`src/rtl/uart_slip_decoder.sv`:
```
`default_nettype none
// uart_slip_decoder: decodes a SLIP (RFC 1055) byte stream into payload bytes with an
// end-of-packet marker. Malformed and oversize packets are dropped and counted.
module uart_slip_decoder #(
  parameter int MAX_LEN = 1024,
  parameter int LEN_W   = 16
) (
  input  logic             i_clock,
  input  logic             i_reset_n,
  input  logic             i_rx_valid,
  input  logic [7:0]       i_rx_data,
  output logic             o_rx_ready,
  output logic             o_valid,
  output logic [7:0]       o_data,
  output logic             o_last,
  input  logic             i_ready,
  output logic [LEN_W-1:0] o_pkt_len,
  output logic             o_pkt_done,
  output logic [7:0]       o_err_count
);

  localparam logic [7:0]       END_C     = 8'hC0;
  localparam logic [7:0]       ESC_C     = 8'hDB;
  localparam logic [7:0]       ESC_END_C = 8'hDC;
  localparam logic [7:0]       ESC_ESC_C = 8'hDD;
  localparam logic [LEN_W-1:0] MAX_LEN_C = LEN_W'(MAX_LEN);

  typedef enum logic [1:0] {
    ST_NORMAL  = 2'd0,
    ST_ESCAPE  = 2'd1,
    ST_DISCARD = 2'd2
  } state_e;

  state_e           state_q, state_d;
  logic             hold_v_q, hold_v_d;
  logic [7:0]       hold_d_q, hold_d_d;
  logic [LEN_W-1:0] len_q, len_d;
  logic [LEN_W-1:0] pend_len_q, pend_len_d;
  logic             valid_q, valid_d;
  logic [7:0]       data_q, data_d;
  logic             last_q, last_d;
  logic [LEN_W-1:0] pkt_len_q, pkt_len_d;
  logic             pkt_done_q, pkt_done_d;
  logic [7:0]       err_q, err_d;

  logic             rx_fire, out_fire, pay_v, err;
  logic [7:0]       pay_b;

  assign o_rx_ready  = !valid_q || i_ready;
  assign o_valid     = valid_q;
  assign o_data      = data_q;
  assign o_last      = last_q;
  assign o_pkt_len   = pkt_len_q;
  assign o_pkt_done  = pkt_done_q;
  assign o_err_count = err_q;

  always_ff @(posedge i_clock or negedge i_reset_n) begin
    if (!i_reset_n) begin
      state_q    <= ST_NORMAL;
      hold_v_q   <= 1'b0;
      hold_d_q   <= 8'd0;
      len_q      <= '0;
      pend_len_q <= '0;
      valid_q    <= 1'b0;
      data_q     <= 8'd0;
      last_q     <= 1'b0;
      pkt_len_q  <= '0;
      pkt_done_q <= 1'b0;
      err_q      <= 8'd0;
    end else begin
      state_q    <= state_d;
      hold_v_q   <= hold_v_d;
      hold_d_q   <= hold_d_d;
      len_q      <= len_d;
      pend_len_q <= pend_len_d;
      valid_q    <= valid_d;
      data_q     <= data_d;
      last_q     <= last_d;
      pkt_len_q  <= pkt_len_d;
      pkt_done_q <= pkt_done_d;
      err_q      <= err_d;
    end
  end

  always_comb begin
    state_d    = state_q;
    hold_v_d   = hold_v_q;
    hold_d_d   = hold_d_q;
    len_d      = len_q;
    pend_len_d = pend_len_q;
    valid_d    = valid_q;
    data_d     = data_q;
    last_d     = last_q;
    pkt_len_d  = pkt_len_q;
    pkt_done_d = 1'b0;
    err_d      = err_q;
    pay_v      = 1'b0;
    pay_b      = 8'd0;
    err        = 1'b0;

    rx_fire  = i_rx_valid && o_rx_ready;
    out_fire = valid_q && i_ready;

    if (out_fire) begin
      valid_d = 1'b0;
      if (last_q) begin
        pkt_done_d = 1'b1;
        pkt_len_d  = pend_len_q;
      end
    end

    if (rx_fire) begin
      case (state_q)
        ST_NORMAL: begin
          if (i_rx_data == END_C) begin
            if (hold_v_q) begin
              valid_d    = 1'b1;
              data_d     = hold_d_q;
              last_d     = 1'b1;
              hold_v_d   = 1'b0;
              pend_len_d = len_q;
              len_d      = '0;
            end
          end else if (i_rx_data == ESC_C) begin
            state_d = ST_ESCAPE;
          end else begin
            pay_v = 1'b1;
            pay_b = i_rx_data;
          end
        end
        ST_ESCAPE: begin
          state_d = ST_NORMAL;
          if (i_rx_data == ESC_END_C) begin
            pay_v = 1'b1;
            pay_b = END_C;
          end else if (i_rx_data == ESC_ESC_C) begin
            pay_v = 1'b1;
            pay_b = ESC_C;
          end else begin
            err = 1'b1;
            if (i_rx_data != END_C) state_d = ST_DISCARD;
          end
        end
        ST_DISCARD: begin
          if (i_rx_data == END_C) state_d = ST_NORMAL;
        end
        default: state_d = ST_NORMAL;
      endcase
    end

    // The held byte is only released once a following payload byte proves it is not the last.
    if (pay_v) begin
      if (len_q == MAX_LEN_C) begin
        err     = 1'b1;
        state_d = ST_DISCARD;
      end else begin
        if (hold_v_q) begin
          valid_d = 1'b1;
          data_d  = hold_d_q;
          last_d  = 1'b0;
        end
        hold_d_d = pay_b;
        hold_v_d = 1'b1;
        len_d    = len_q + LEN_W'(1);
      end
    end

    if (err) begin
      hold_v_d = 1'b0;
      len_d    = '0;
      if (err_q != 8'hFF) err_d = err_q + 8'd1;
    end
  end

endmodule
`default_nettype wire

```
`config.mk`:
```
export PLATFORM = sky130hd
export DESIGN_NAME = uart_slip_decoder
export DESIGN_NICKNAME = d
export VERILOG_FILES = /design/src/rtl/uart_slip_decoder.sv
export SDC_FILE = /design/constraint.sdc
export NUM_CORES = 1
export LEC_CHECK = 0
export BUFFER_PORTS_ARGS = -buffer_cell sky130_fd_sc_hd__buf_2
export CAP_MARGIN = 10
export CORE_MARGIN = 2
export CORE_UTILIZATION = 30
export DETAILED_ROUTE_END_ITERATION = 12
export SLEW_MARGIN = 20
export SYNTH_ARGS = -nofsm -noshare
export SYNTH_HDL_FRONTEND = slang
export SYNTH_SLANG_ARGS = --single-unit
```
`constraint.sdc`:
```
create_clock -name i_clock -period 2.7 [get_ports i_clock]
set_clock_uncertainty 0.1 [all_clocks]
set_input_delay 0.405 -clock i_clock [delete_from_list [all_inputs] [get_ports i_clock]]
set_output_delay 0.405 -clock i_clock [all_outputs]
set_load 0.05 [all_outputs]
```
Yosys cells after proc, flatten, opt, wreduce, memory -nomap -nowiden
Cells that the tools add are included.

word-level totals
  register bits = 78
  output and inout port bits = 36
  logic and storage cells = 97

operators by class
  $add $sub $neg = 2
  equality and inequality tests = 9
  multiplexer cells = 65
  bitwise operators = 1
  reduce and logical (&&, ||, !) cells = 9

operators with widths
  cell                     count
  $mux W16                 7
  $mux W8                  12
  $mux W1                  34
  $eq A8 B8 Y1 const B     4
  $mux W2                  9
  $add A16 B1 Y16 const B  1
  $eq A16 B11 Y1 const B   1
  $ne A8 B8 Y1 const B     2
  $pmux W8 S2              1
  $add A8 B1 Y8 const B    1
  $pmux W2 S3              1
  $reduce_and A2 Y1        3
  $reduce_and A4 Y1        1
  $eq A2 B1 Y1 const B     1
  $eq A2 B2 Y1 const B     1
  $logic_and A1 B1 Y1      2
  $logic_not A2 Y1         1
  $pmux W1 S2              1
  $logic_not A1 Y1         1
  $logic_or A1 B1 Y1       1
  $not A1 Y1               1

Logic depth before layout (Yosys ltp)
  word-level depth = 9
  gate-level depth with buffers = 9

Least setup slack after synthesis
OpenSTA, ideal clock, no wires.

  path kind = register to register
  start = reg valid_q, in the netlist o_valid
  end = reg data_q[0], in the netlist o_data[0]
  arrival time = 2.525 ns
  path slack = -0.049 ns
  cell stages (with the launch flop) = 8
  path buffers = 2
  clock period less this slack = 2.749 ns
  cell sequence = dfrtp_1 nand2b_1 and3b_1 buf_1 and4b_1 buf_6 a21oi_4 mux2_2

between the ends
  longest elaborated chain between the ends = 7

ends and longest elaborated chain
  item                    line  source
  start, declared         39    logic valid_q, valid_d;
  start signal, assigned  76    valid_q <= valid_d;
  $logic_not A1 Y1 *      49    assign o_rx_ready = !valid_q || i_ready;
  $logic_or A1 B1 Y1 *    49
  named net o_rx_ready    12    output logic o_rx_ready,
  $logic_and A1 B1 Y1 *   101   rx_fire = i_rx_valid && o_rx_ready;
  $mux W8                 112   if (rx_fire) begin
  $mux W8                 157   if (hold_v_q) begin
  $mux W8                 153   if (len_q == MAX_LEN_C) begin
  $mux W8 *               152   if (pay_v) begin
  named net data_d[0]     40    logic [7:0] data_q, data_d;
  end signal, assigned    77    data_q <= data_d;
  end, declared           40

The timed path passes the listed nets; every way through them passes the cells marked *.
A chain may end at the register's enable or synchronous reset.

Worst setup path after layout
  start = reg len_q[1]
  end = reg data_q[7], in the netlist o_data[7]

between the ends
  longest elaborated chain between the ends = 3

ends and longest elaborated chain
  item                    line  source
  start, declared         37    logic [LEN_W-1:0] len_q, len_d;
  start signal, assigned  74    len_q <= len_d;
  $eq A16 B11 Y1          153
  $mux W8                 153
  $mux W8                 152
  named net data_d[7]     40

The timed path passes the listed nets, and every way through them passes these cells.

==> run summary <==
cell with the most instances after synthesis: dfrtp_1
ys flop type: dfrtp_1
initial core utilization: 0.309
Fill cells: 1,147
pin count of the biggest net entering global routing: 41
CTS resizes: 0
critical path's slowest cell: dfrtp_1
switching share of power: 0.253
row cnt: 39
Logic pwr share: 0.142
Max VDD drop: 409 uV
max-cap violations: 0
clk_lat worst skew: 330 ps
Worst path max stage delay: 410 ps
worst reg2reg endpoint: o_data[7]
pwr dens: 729 nW/um2
top cells by area, synth: dfrtp_1 55%, mux2_2 8.3%, nand2_1 6.8%
RSZ-0062 raised after global routing: no
distinct cell type count of the synthesized netlist: 46
Die Height: 113 um
post-synth top area share: 0.551
final hold violation count: 0
number of clock sinks: 78
yosys warns: 0
Pleak: 2.18 nW
clock buffer depth: 2
Initial DRT Pass Iterations: 4
DIE AREA: 12,700 um2
final worst-path cycle share: 0.938
io pins: 48
Post-synth EDFFs: 0
CTS Buf Count: 9
Synth Cell Area: 3540 um2
HP Start: i_rx_data[2]
# DRC: 0
share of layout cells above drive strength 1: 0.276
H-Tree Depth: 3
worst reg2reg startpoint: len_q[1]
Post-Synthesis Cells: 340
RD Place Congestion: 0.870
syn_nets: 355
IO Port Bufs: 47
CTS tree: built
register area: 1950 um2
Tightest Pin Transition: 778 ps
worst path cell trace: inv_1, ha_1, nor4b_1, nand4_1, and4b_1, a21oi_4, mux2_2
Nets: 416
register area share after synthesis: 0.551
Achievable Freq: 395 MHz
synthesized flop and latch total: 78
Worst Hold Path EP: hold_d_q[2]
Routed Wire Length: 8020 um
CTS Root Cell: clkbuf_16
Req. time, crit path: 2820 ps
Slew Limit Fails: 0
first-pass GRT wire length: 13,900 um
worst min path class: input port to flop
hold slack: 231 ps
die extent in x: 113 um
Hold Path Stages: 3
clock-pin slew of the registers on the worst-case setup and hold paths: 60 ps
vias in the first global route: 2,807
Internal: 2.40 mW
Vias/cell: 4.98
Synth area leader: dfrtp_1
grt total ovfl: 0
crit path launch type: flop
WP buf/inv: 1
# Post-CTS Setup Buffers: 0
initial antenna violation count: 0
Routed wire per std cell: 14.6 um
initial drt markers: 112
via count: 2,736
Setup CP Type: flop to flop
post-route ant nets: 0
Final setup viols: 0
Final min period: 2530 ps
commonest cells in the netlist: 78 x dfrtp_1, 64 x nand2_1, 33 x nand3_1
relative slew slack: 0.480
Syn Area/Cell: 10.4 um2
Top delay family on crit path: simple AND/OR/NAND/NOR gates
Tot GR Track Use: 0.137
Async SR Flop Fraction: 1.00
CORE AREA: 11,500 um2
setup TNS: 0 ps
Pwr Total: 3.22 mW
Setup crit end kind: flop
part of the power in registers: 0.407
crit path max fanout: 9
r2r worst-path depth: 7
clock power share: 0.451
footprint of the multi-input gates: 1500 um2
CP arrival: 2650 ps
hpwl dp: 5790 um
status: finished clean
n_diodes: 0
synth-to-layout area growth: 24.5%
sw power: 0.813 mW
flop2flop setup slack: 170 ps
[sequential cells by signal, indices dropped and copies added, names as in the netlist, 2 cells and up]
register	cells
len_q	16
state_q	2
o_pkt_len	16
hold_d_q	8
pend_len_q	16
o_data	8
o_err_count	8
[power by group through the flow]
| stage | clock, mW | combinational (mW) | sequential (mW) |
|---|---|---|---|
| after CTS | 1.49 | 0.461 | 1.31 |
| after global placement | 0 | 0.449 | 1.33 |
| after global routing | 1.54 | 0.499 | 1.32 |
| final | 1.45 | 0.456 | 1.31 |
| after floorplan | 0 | 0.173 | 1.44 |
| after detailed placement | 0 | 0.459 | 1.33 |
[through the flow]
| step | area [um2] | std cells | worst slack, ps | util |
|---|---|---|---|---|
| after floorplan | 3550 | 340 | 156 | - |
| after global placement | 4040 | 532 | 111 | 0.352 |
| after detailed placement | 4040 | 532 | 51.8 | 0.352 |
| after CTS | 4410 | 549 | 115 | 0.385 |
| after global routing | 4410 | 549 | 12.3 | 0.385 |
| final | 4410 | 549 | 166 | 0.385 |
[worst min-delay path, delay by kind of cell]
kind                   cells  cell delay, ps
AND/OR/NAND/NOR            2             120
buffers and inverters      1             100
[area by class of cell]
cell class              instances  area share
flip-flops and latches         78       0.442
repair buffers                 66      0.0896
clock inverters                 6      0.0303
multi-input cells             241       0.341
inverters                       5     0.00425
clock buffers                  10      0.0519
well taps                     143      0.0406
[what timing repair did]
item,CTS,global route
hold buffers,1,0
hold endpoints to repair,39,0
endpoints found under the setup margin,0,1
[cell usage in the layout, fill, tap and decap left out, types with 5 or more instances in the layout]
master and n:
a21oi_1 11, a31oi_1 8, and3_1 11, buf_2 46
buf_4 18, clkbuf_16 9, dfrtp_1 78, inv_1 5
mux2_2 26, nand2_1 64, nand3_1 33, nor2_1 11
o21ai_0 15, or3_1 6, xnor2_1 8
[cells by family (layout without fill, tap and decap cells)]
group | Yosys count | after routing | share of synthesized area
fa+ha+maj | 3 | 3 | 0.0106
buf+inv | 21 | 87 | 0.0254
flops | 78 | 78 | 0.551
xor+xnor | 8 | 8 | 0.0198
mux | 27 | 27 | 0.0855
compound gates | 46 | 46 | 0.0837
simple gates | 157 | 157 | 0.224
[how the worst max path moves through the flow]
stage / slack [ps] / to / cells after the start / startpoint
after floorplan: 160 / o_data[0] / 7 / o_valid
after global placement: 110 / o_data[1] / 6 / i_rx_data[0]
after detailed placement: 50 / o_data[7] / 6 / i_rx_data[0]
after CTS: 110 / o_data[7] / 7 / len_q[1]
after global routing: 10 / o_data[5] / 7 / len_q[1]
final: 170 / o_data[7] / 7 / len_q[1]
[layer usage]
layer	up-vias	share of wire	global-route usage
li1	1338	-	-
met1	1330	0.48	0.184
met2	62	0.46	0.215
met5	-	0	0
met4	0	0.012	0.0447
met3	6	0.046	0.0383
No activity file was read; power rests on OpenSTA's default activity.
